## src/rtl/alu_ctrl_sequencer_if.sv

```systemverilog
`default_nettype none
// ============================================================================
//  Module   : alu_ctrl_sequencer_if
//  Brief    : Handshake and datapath strobe bundle between controller, ALU
//             control-step sequencer and datapath.
//  Revision : 1.0  initial release
// ============================================================================
interface alu_ctrl_sequencer_if #(
  parameter int IR_W = 32
);
  logic            start;
  logic [IR_W-1:0] ir;
  logic            busy;
  logic            done;
  logic            err;
  logic            PCout, MARin, incPC, Zin, ZLowOut, ZHighOut, PCin, read;
  logic            MDRin, MDRout, IRin;
  logic            Gra, Grb, Grc, Rin, Rout, Yin, Cout, HIin, LOin;
  logic [4:0]      opcode;

  // Sequencer side: consumes start/ir, drives status and strobes.
  modport master (
    input  start, ir,
    output busy, done, err,
    output PCout, MARin, incPC, Zin, ZLowOut, ZHighOut, PCin, read,
    output MDRin, MDRout, IRin,
    output Gra, Grb, Grc, Rin, Rout, Yin, Cout, HIin, LOin,
    output opcode
  );

  // Controller/datapath side.
  modport slave (
    output start, ir,
    input  busy, done, err,
    input  PCout, MARin, incPC, Zin, ZLowOut, ZHighOut, PCin, read,
    input  MDRin, MDRout, IRin,
    input  Gra, Grb, Grc, Rin, Rout, Yin, Cout, HIin, LOin,
    input  opcode
  );
endinterface
`default_nettype wire

```

## src/rtl/alu_ctrl_sequencer.sv

```systemverilog
`default_nettype none
// ============================================================================
//  Module   : alu_ctrl_sequencer
//  Brief    : Control-step sequencer: fetch (T0-T2), decode and execute
//             (T3-T6) of ALU instructions, then a one-cycle done pulse.
//  Revision : 1.0  initial release
// ============================================================================
module alu_ctrl_sequencer #(
  parameter int HOLD = 1,
  parameter int IR_W = 32
) (
  input  wire logic             clk,
  input  wire logic             clr,
  alu_ctrl_sequencer_if.master  bus
);

  typedef enum logic [3:0] {
    S_IDLE = 4'd0,
    S_T0   = 4'd1,
    S_T1   = 4'd2,
    S_T2   = 4'd3,
    S_T3   = 4'd4,
    S_T4   = 4'd5,
    S_T5   = 4'd6,
    S_T6   = 4'd7,
    S_DONE = 4'd8
  } state_t;

  typedef enum logic [2:0] {
    CLS_R   = 3'd0,
    CLS_I   = 3'd1,
    CLS_HL  = 3'd2,
    CLS_U   = 3'd3,
    CLS_ILL = 3'd4
  } class_t;

  localparam logic [4:0] c_nop      = 5'b00000;
  localparam logic [3:0] c_last_cnt = 4'(HOLD - 1);

  state_t      r_state, w_next;
  logic [3:0]  r_cnt, w_cnt_next;
  logic        r_err, w_err_next;
  logic        w_last;
  logic        w_in_t;
  logic [4:0]  w_op;
  class_t      w_cls;
  logic [4:0]  w_alu_op;
  logic        w_unused_ir;

  assign w_op        = bus.ir[IR_W-1 -: 5];
  assign w_unused_ir = ^bus.ir;
  assign w_last      = (r_cnt == c_last_cnt);
  assign w_in_t      = (r_state != S_IDLE) && (r_state != S_DONE);

  // Opcode field -> instruction class and ALU operation
  always_comb begin
    w_cls    = CLS_ILL;
    w_alu_op = c_nop;
    case (w_op)
      5'b00000: begin w_cls = CLS_R;  w_alu_op = 5'b00001; end
      5'b00001: begin w_cls = CLS_R;  w_alu_op = 5'b00010; end
      5'b00010: begin w_cls = CLS_R;  w_alu_op = 5'b01010; end
      5'b00011: begin w_cls = CLS_R;  w_alu_op = 5'b01011; end
      5'b00100: begin w_cls = CLS_R;  w_alu_op = 5'b00101; end
      5'b00101: begin w_cls = CLS_R;  w_alu_op = 5'b00111; end
      5'b00110: begin w_cls = CLS_R;  w_alu_op = 5'b00110; end
      5'b00111: begin w_cls = CLS_R;  w_alu_op = 5'b01000; end
      5'b01000: begin w_cls = CLS_R;  w_alu_op = 5'b01001; end
      5'b01100: begin w_cls = CLS_I;  w_alu_op = 5'b00001; end
      5'b01101: begin w_cls = CLS_I;  w_alu_op = 5'b01010; end
      5'b01110: begin w_cls = CLS_I;  w_alu_op = 5'b01011; end
      5'b01111: begin w_cls = CLS_HL; w_alu_op = 5'b00011; end
      5'b10000: begin w_cls = CLS_HL; w_alu_op = 5'b00100; end
      5'b10001: begin w_cls = CLS_U;  w_alu_op = 5'b01100; end
      5'b10010: begin w_cls = CLS_U;  w_alu_op = 5'b01111; end
      default:  begin w_cls = CLS_ILL; w_alu_op = c_nop; end
    endcase
  end

  always_ff @(posedge clk or negedge clr) begin
    if (!clr) begin
      r_state <= S_IDLE;
      r_cnt   <= 4'd0;
      r_err   <= 1'b0;
    end else begin
      r_state <= w_next;
      r_cnt   <= w_cnt_next;
      r_err   <= w_err_next;
    end
  end

  // Next state, hold counter and illegal-opcode flag
  always_comb begin
    w_next     = r_state;
    w_cnt_next = 4'd0;
    w_err_next = r_err;
    if (w_in_t && !w_last)
      w_cnt_next = r_cnt + 4'd1;
    case (r_state)
      S_IDLE: begin
        w_err_next = 1'b0;
        if (bus.start)
          w_next = S_T0;
      end
      S_T0: if (w_last) w_next = S_T1;
      S_T1: if (w_last) w_next = S_T2;
      S_T2: begin
        // The class must be known on the final T2 cycle to skip execution.
        if (w_last) begin
          if (w_cls == CLS_ILL) begin
            w_next     = S_DONE;
            w_err_next = 1'b1;
          end else begin
            w_next     = S_T3;
          end
        end
      end
      S_T3: if (w_last) w_next = S_T4;
      S_T4: if (w_last) w_next = S_T5;
      S_T5: if (w_last) w_next = (w_cls == CLS_HL) ? S_T6 : S_DONE;
      S_T6: if (w_last) w_next = S_DONE;
      S_DONE: w_next = S_IDLE;
      default: begin
        w_next     = S_IDLE;
        w_err_next = 1'b0;
      end
    endcase
  end

  // Strobes: enables only on the final cycle of a state, others for the whole state
  always_comb begin
    bus.busy     = (r_state != S_IDLE);
    bus.done     = (r_state == S_DONE);
    bus.err      = (r_state == S_DONE) && r_err;
    bus.PCout    = 1'b0;
    bus.MARin    = 1'b0;
    bus.incPC    = 1'b0;
    bus.Zin      = 1'b0;
    bus.ZLowOut  = 1'b0;
    bus.ZHighOut = 1'b0;
    bus.PCin     = 1'b0;
    bus.read     = 1'b0;
    bus.MDRin    = 1'b0;
    bus.MDRout   = 1'b0;
    bus.IRin     = 1'b0;
    bus.Gra      = 1'b0;
    bus.Grb      = 1'b0;
    bus.Grc      = 1'b0;
    bus.Rin      = 1'b0;
    bus.Rout     = 1'b0;
    bus.Yin      = 1'b0;
    bus.Cout     = 1'b0;
    bus.HIin     = 1'b0;
    bus.LOin     = 1'b0;
    bus.opcode   = c_nop;
    case (r_state)
      S_T0: begin
        bus.PCout = 1'b1;
        bus.incPC = 1'b1;
        bus.MARin = w_last;
        bus.Zin   = w_last;
      end
      S_T1: begin
        bus.ZLowOut = 1'b1;
        bus.read    = 1'b1;
        bus.PCin    = w_last;
        bus.MDRin   = w_last;
      end
      S_T2: begin
        bus.MDRout = 1'b1;
        bus.IRin   = w_last;
      end
      S_T3: begin
        bus.Grb  = 1'b1;
        bus.Rout = 1'b1;
        bus.Yin  = w_last;
      end
      S_T4: begin
        bus.Zin    = w_last;
        bus.opcode = w_alu_op;
        case (w_cls)
          CLS_R, CLS_HL: begin bus.Grc = 1'b1; bus.Rout = 1'b1; end
          CLS_I:         bus.Cout = 1'b1;
          CLS_U:         begin bus.Grb = 1'b1; bus.Rout = 1'b1; end
          default:       bus.opcode = c_nop;
        endcase
      end
      S_T5: begin
        bus.ZLowOut = 1'b1;
        if (w_cls == CLS_HL) begin
          bus.LOin = w_last;
        end else begin
          bus.Gra  = 1'b1;
          bus.Rin  = w_last;
        end
      end
      S_T6: begin
        bus.ZHighOut = 1'b1;
        bus.HIin     = w_last;
      end
      default: ;
    endcase
  end

endmodule
`default_nettype wire

```

## src/flat_wrapper.sv

```systemverilog
// flat-port wrapper written by rule: the top's interface ports become plain ports
module alu_ctrl_sequencer_flat 
#(
  parameter int HOLD = 1,
  parameter int IR_W = 32
)
  (clk, clr, bus_start, bus_ir, bus_busy, bus_done, bus_err, bus_PCout, bus_MARin, bus_incPC, bus_Zin, bus_ZLowOut, bus_ZHighOut, bus_PCin, bus_read, bus_MDRin, bus_MDRout, bus_IRin, bus_Gra, bus_Grb, bus_Grc, bus_Rin, bus_Rout, bus_Yin, bus_Cout, bus_HIin, bus_LOin, bus_opcode);
  alu_ctrl_sequencer_if #(.IR_W(IR_W)) bus_i ();
  input  wire logic clk;
  input  wire logic clr;
  input wire logic [$bits(bus_i.start)-1:0] bus_start;
  input wire logic [$bits(bus_i.ir)-1:0] bus_ir;
  output wire logic [$bits(bus_i.busy)-1:0] bus_busy;
  output wire logic [$bits(bus_i.done)-1:0] bus_done;
  output wire logic [$bits(bus_i.err)-1:0] bus_err;
  output wire logic [$bits(bus_i.PCout)-1:0] bus_PCout;
  output wire logic [$bits(bus_i.MARin)-1:0] bus_MARin;
  output wire logic [$bits(bus_i.incPC)-1:0] bus_incPC;
  output wire logic [$bits(bus_i.Zin)-1:0] bus_Zin;
  output wire logic [$bits(bus_i.ZLowOut)-1:0] bus_ZLowOut;
  output wire logic [$bits(bus_i.ZHighOut)-1:0] bus_ZHighOut;
  output wire logic [$bits(bus_i.PCin)-1:0] bus_PCin;
  output wire logic [$bits(bus_i.read)-1:0] bus_read;
  output wire logic [$bits(bus_i.MDRin)-1:0] bus_MDRin;
  output wire logic [$bits(bus_i.MDRout)-1:0] bus_MDRout;
  output wire logic [$bits(bus_i.IRin)-1:0] bus_IRin;
  output wire logic [$bits(bus_i.Gra)-1:0] bus_Gra;
  output wire logic [$bits(bus_i.Grb)-1:0] bus_Grb;
  output wire logic [$bits(bus_i.Grc)-1:0] bus_Grc;
  output wire logic [$bits(bus_i.Rin)-1:0] bus_Rin;
  output wire logic [$bits(bus_i.Rout)-1:0] bus_Rout;
  output wire logic [$bits(bus_i.Yin)-1:0] bus_Yin;
  output wire logic [$bits(bus_i.Cout)-1:0] bus_Cout;
  output wire logic [$bits(bus_i.HIin)-1:0] bus_HIin;
  output wire logic [$bits(bus_i.LOin)-1:0] bus_LOin;
  output wire logic [$bits(bus_i.opcode)-1:0] bus_opcode;
  assign bus_i.start = bus_start;
  assign bus_i.ir = bus_ir;
  assign bus_busy = bus_i.busy;
  assign bus_done = bus_i.done;
  assign bus_err = bus_i.err;
  assign bus_PCout = bus_i.PCout;
  assign bus_MARin = bus_i.MARin;
  assign bus_incPC = bus_i.incPC;
  assign bus_Zin = bus_i.Zin;
  assign bus_ZLowOut = bus_i.ZLowOut;
  assign bus_ZHighOut = bus_i.ZHighOut;
  assign bus_PCin = bus_i.PCin;
  assign bus_read = bus_i.read;
  assign bus_MDRin = bus_i.MDRin;
  assign bus_MDRout = bus_i.MDRout;
  assign bus_IRin = bus_i.IRin;
  assign bus_Gra = bus_i.Gra;
  assign bus_Grb = bus_i.Grb;
  assign bus_Grc = bus_i.Grc;
  assign bus_Rin = bus_i.Rin;
  assign bus_Rout = bus_i.Rout;
  assign bus_Yin = bus_i.Yin;
  assign bus_Cout = bus_i.Cout;
  assign bus_HIin = bus_i.HIin;
  assign bus_LOin = bus_i.LOin;
  assign bus_opcode = bus_i.opcode;
  alu_ctrl_sequencer #(.HOLD(HOLD), .IR_W(IR_W)) u_core (.clk(clk), .clr(clr), .bus(bus_i));
endmodule
```

## config.mk

```make
export PLATFORM = sky130hd
export DESIGN_NAME = alu_ctrl_sequencer_flat
export DESIGN_NICKNAME = d
export VERILOG_FILES = /design/src/rtl/alu_ctrl_sequencer_if.sv /design/src/rtl/alu_ctrl_sequencer.sv /design/src/flat_wrapper.sv
export SDC_FILE = /design/constraint.sdc
export NUM_CORES = 1
export LEC_CHECK = 0
export ABC_AREA = 1
export BUFFER_PORTS_ARGS = -buffer_cell sky130_fd_sc_hd__buf_2
export CORE_ASPECT_RATIO = 0.5
export CORE_UTILIZATION = 39
export CTS_CLUSTER_SIZE = 10
export DETAILED_ROUTE_END_ITERATION = 16
export GPL_TIMING_DRIVEN = 0
export PLACE_DENSITY = 0.76
export SLEW_MARGIN = 20
export SYNTH_ARGS = -nofsm -noshare
export SYNTH_HDL_FRONTEND = slang
export SYNTH_SLANG_ARGS = --single-unit
```

## constraint.sdc

```tcl
create_clock -name clk -period 1.32 [get_ports clk]
set_input_delay 0.132 -clock clk [delete_from_list [all_inputs] [get_ports clk]]
set_output_delay 0.132 -clock clk [all_outputs]
set_load 0.005 [all_outputs]
```

### Yosys cells after proc, flatten, opt, wreduce, memory -nomap -nowiden

Memory sizes are Yosys's and may differ from the RTL's.
Cells that the tools add are included.

| cells by class | value |
|---|---|
| $add $sub $neg | 1 |
| eq/ne operators | 22 |
| multiplexer cells | 42 |
| bitwise gates (word level) | 1 |
| reductions and logical operators | 16 |

Operators by type and width:

| cell | number |
|---|---|
| $mux W4 | 11 |
| $pmux W4 S8 | 1 |
| $mux W1 | 25 |
| $eq A4 B3 Y1 const B | 4 |
| $ne A2 B1 Y1 const B | 8 |
| $mux W5 | 2 |
| $eq A4 B2 Y1 const B | 2 |
| $logic_not A4 Y1 | 2 |
| $reduce_and A8 Y1 | 1 |
| $reduce_or A7 Y1 | 1 |
| $eq A3 B2 Y1 const B | 2 |
| $pmux W1 S2 | 3 |
| $reduce_or A2 Y1 | 3 |
| $add A4 B1 Y4 const B | 1 |
| $eq A4 B1 Y1 const B | 1 |
| $eq A4 B4 Y1 const B | 1 |
| $ne A4 B4 Y1 const B | 1 |
| $reduce_bool A4 Y1 | 1 |
| $reduce_or A4 Y1 | 1 |
| $eq A3 B1 Y1 const B | 1 |
| $eq A3 B3 Y1 const B | 1 |
| $logic_and A1 B1 Y1 | 3 |
| $logic_not A3 Y1 | 1 |
| $reduce_and A3 Y1 | 1 |
| 4 further kinds | 4 |

| word-level totals | value |
|---|---|
| bits in registers | 9 |
| ROM bits | 224 |
| input port bits | 35 |
| output and inout port bits | 28 |
| logic and storage cells | 86 |
| memories kept | 1 |

Memory list:

| memory | words | width | read ports | clocked after Yosys merged registers in | wr ports | line | source |
|---|---|---|---|---|---|---|---|
| (name not given) | 32 | 7 | 1 | 0 | 0 | alu_ctrl_sequencer.sv:59 | `case (w_op)` |

### Logic depth before layout (Yosys ltp)

An unclocked memory read counts as a cell.

| depth | value |
|---|---|
| depth in word-level cells | 5 |
| mapped depth | 11 |
| mapped depth without buffers | 11 |

### Least setup slack after synthesis

Ideal clock, no wire load.

| timing path | value |
|---|---|
| kind | register to output |
| from | register u_core.r_state[3] |
| to | output port bus_opcode[1] |
| arrival | 1.285 ns |
| required time | 1.188 ns |
| path slack | -0.097 ns |
| cell stages (with the launch flop) | 7 |
| path buffers | 1 |
| cell sequence | dfrtp_1 or2_1 buf_6 nor2_8 nand2_4 or2_4 a21oi_2 |

| on the way | value |
|---|---|
| word-level cells in the longest chain between the ends | 2 |

RTL lines:

| element | line | source |
|---|---|---|
| from (decl) | alu_ctrl_sequencer.sv:40 | `state_t r_state, w_next;` |
| from (signal assigned) | alu_ctrl_sequencer.sv:86 | `r_state <= w_next;` |
| $eq A4 B3 Y1 | alu_ctrl_sequencer.sv:156 | `case (r_state)` |
| $mux W5 | alu_ctrl_sequencer.sv:156 |  |
| to (decl) | flat_wrapper.sv:36 | `output wire logic [$bits(bus_i.opcode)-1:0] bus_opcode;` |

Every way passes these cells.

### Worst setup path in the final report

| timing path | value |
|---|---|
| from | register u_core.r_state[0] |
| to | output port bus_opcode[3] |

Same word-level chain as after synthesis.

==> impl_metrics.tcl <==
set metrics [dict create \
    drc_errors 0 \
    syn_nets 210 \
    synth_edf_count 0 \
    ys_ff_latch 9 \
    fp.dieH_um 38.1 \
    rsz0062_at_grt "yes" \
    numCtsBuffers 3 \
    cp-end-kind "primary output" \
    fin_crit_ns 1.85 \
    synthDistinctLibCells 27 \
    fin_setup_tns_ns -11.59 \
    p_per_area_mw_per_mm2 1630 \
    synthFlopType "dfrtp_1" \
    worstPathArrival_ns 1.72 \
    grt.overflow.total 0 \
    syn_area_mm2 0.00102 \
    min_path_type "input port to async pin" \
    finClkSkew_ns 0.00167 \
    grt_pass1_wl_um 4910 \
    hold_viol 0 \
    maxCapViolations 0 \
    antenna_left 0 \
    start_util_pct 43.5 \
    postPlaceCellArea_mm2 0.00123 \
    slew_violations 0 \
    r2r-start "u_core.r_state[2]$_DFFE_PN0P_" \
    routedWlPerCell_um 15.2 \
    synth.most_common_cell "nand2_1" \
    routed_wl_um 4040 \
    grt_use_total_pct 23.6 \
    die_area_mm2 0.00283 \
    fin_ws_ns -0.532 \
    gp_congestion 0.865 \
    final_nets 273 \
    seq_area_frac_synth_pct 22.1 \
    via_count 1353 \
    cts_tree "built" \
    clkSlewWorstSetupHoldPaths_ns 0.05 \
    dp_slack_ns -0.286 \
    asyncSetResetFlopFracSynth_pct 100 \
    run_status "finished with violations" \
    synth.top_cells.by_area "dfrtp_1 22%, nand2_1 14%, inv_1 11%" \
    drive_gt1_share_pct 51.3 \
    viasPerCell 5.11 \
    grt_max_degree 11 \
    syn_area_per_cell_um2 6.06 \
    first_pass_iters 4 \
    io_buffer_count 34 \
    max_freq_ghz 0.540 \
    rows 12 \
    reg2regPathDepth 12 \
    synth_top_area_cell "dfrtp_1" \
    diodes 0 \
    syn_inst 168 \
    total_power_mw 2.78 \
    grt_pass1_vias 1107 \
    yosys.area.top_type_share_pct 22.1 \
    cts-root-buf "clkbuf_8" \
    vdd_drop_max_mv 0.640 \
    violations "negative setup slack" \
    yosys_warnings 0 \
    yosys-top-cells-count "39 x nand2_1, 31 x inv_1, 30 x nor2_1" \
    antenna_found_initial 0 \
    setup_viol_count_final 32 \
    hpwl_um 1930 \
    die_w_um 74.3 \
    core-area_mm2 0.00234 \
    critPathLaunchType "register" \
    io_pins 63 \
    h-tree-depth 1 \
    path_class "register to primary output" \
    cts_sinks 9 \
    finalCritPeriodShare_pct 140 \
    cp.required_ns 1.19 \
    final_area_mm2 0.00171 \
    clockBufferDepth 2 \
    r2r_end "u_core.r_state[0]$_DFFE_PN0P_" \
    p_leak_nw 0.979 \
    clock_latency_ns 0.23 \
    r2r_slack_ns -0.51 \
    area_delta_synth_final_pct 67.4 \
    drt_iter0_drc 157 \
    cp_max_fo 3 \
]
-- registers in the layout (all words and copies together), names as in the netlist --
name	cells
u_core.r_cnt	4
u_core.r_state	4
u_core.r_err	1
-- layer usage --
| metal | track usage, % | wire length [um] |
|---|---|---|
| met1 | 28.9 | 1630 |
| met2 | 45.5 | 1990 |
| met3 | 3.16 | 286 |
| met4 | 4.25 | 139 |
| met5 | 0 | 0 |
-- logic make-up (layout without fill, tap and decap cells) --
| family | Yosys count | count (layout) | synth area share (%) |
|---|---|---|---|
| simple gates | 97 | 97 | 43.0 |
| flops | 9 | 9 | 22.1 |
| fa+ha+maj | 7 | 7 | 8.60 |
| compound gates | 15 | 15 | 8.60 |
| buf+inv | 37 | 99 | 15.6 |
| xor+xnor | 2 | 2 | 1.72 |
| other cells | 1 | 1 | 0.368 |
-- how the worst max path moves through the flow --
stage               cells past startpoint                            end                          start
global placement                        8  u_core.r_state[1]$_DFFE_PN0P_  u_core.r_state[3]$_DFFE_PN0P_
detailed placement                      8  u_core.r_state[1]$_DFFE_PN0P_  u_core.r_state[3]$_DFFE_PN0P_
global route                            8                  bus_opcode[3]  u_core.r_state[0]$_DFFE_PN0P_
floorplan                               6                  bus_opcode[1]  u_core.r_state[3]$_DFFE_PN0P_
finish                                  8                  bus_opcode[3]  u_core.r_state[0]$_DFFE_PN0P_
CTS                                     7                  bus_opcode[1]  u_core.r_state[3]$_DFFE_PN0P_
-- cell usage in the layout, fill, tap and decap left out, types with 4 or more instances in the layout --
master	instances
buf_6	13
buf_2	33
o21ai_0	4
nand3_1	9
a21oi_1	4
inv_1	21
buf_4	16
dfrtp_1	7
ha_1	6
nand2_2	8
nor2_1	18
inv_2	10
nor2_2	7
nand2_1	29
nor2_4	8
-- through the flow --
step | util (%) | instances | hold WS (ns)
floorplan | - | 168 | -0.164
global placement | 52.6 | 237 | -0.0150
detailed placement | 52.6 | 237 | -0.00924
CTS | 65.6 | 259 | 0.282
global route | 72.8 | 265 | 0.311
finish | 72.8 | 265 | 0.282
-- cell type report --
type	instances	area, um^2
clock buffers	4	45.0
fillers	163	637
plain buffers	5	38.8
inverters	32	123
well taps	35	43.8
flip-flops and latches	9	228
repair buffers	58	403
multi-input cells	122	825
-- timing repair --
action | CTS | global route
gates resized for setup | 35 | 40
hold endpoints to repair | 9 | 0
pin swaps | 12 | 13
endpoints found under the setup margin | 34 | 36
buffers inserted | 18 | 9
hold buffers | 1 | 0
-- worst max-delay path, stage by stage (launching register included) --
cell and delay (ns):
dfrtp_1 0.37, inv_1 0.12, nor2_2 0.18, inv_1 0.14, nor2_8 0.15, nand2_4 0.07
buf_6 0.12, nor3b_4 0.19, buf_2 0.14
-- report_power, final --
| group | leakage [nW] | switching, mW | internal (mW) |
|---|---|---|---|
| sequential | 0.118 | 0.0687 | 0.348 |
| clock | 0.0228 | 0.121 | 0.212 |
| combinational | 0.838 | 1.19 | 0.835 |
Note: power is estimated with default switching activity, not from simulation.
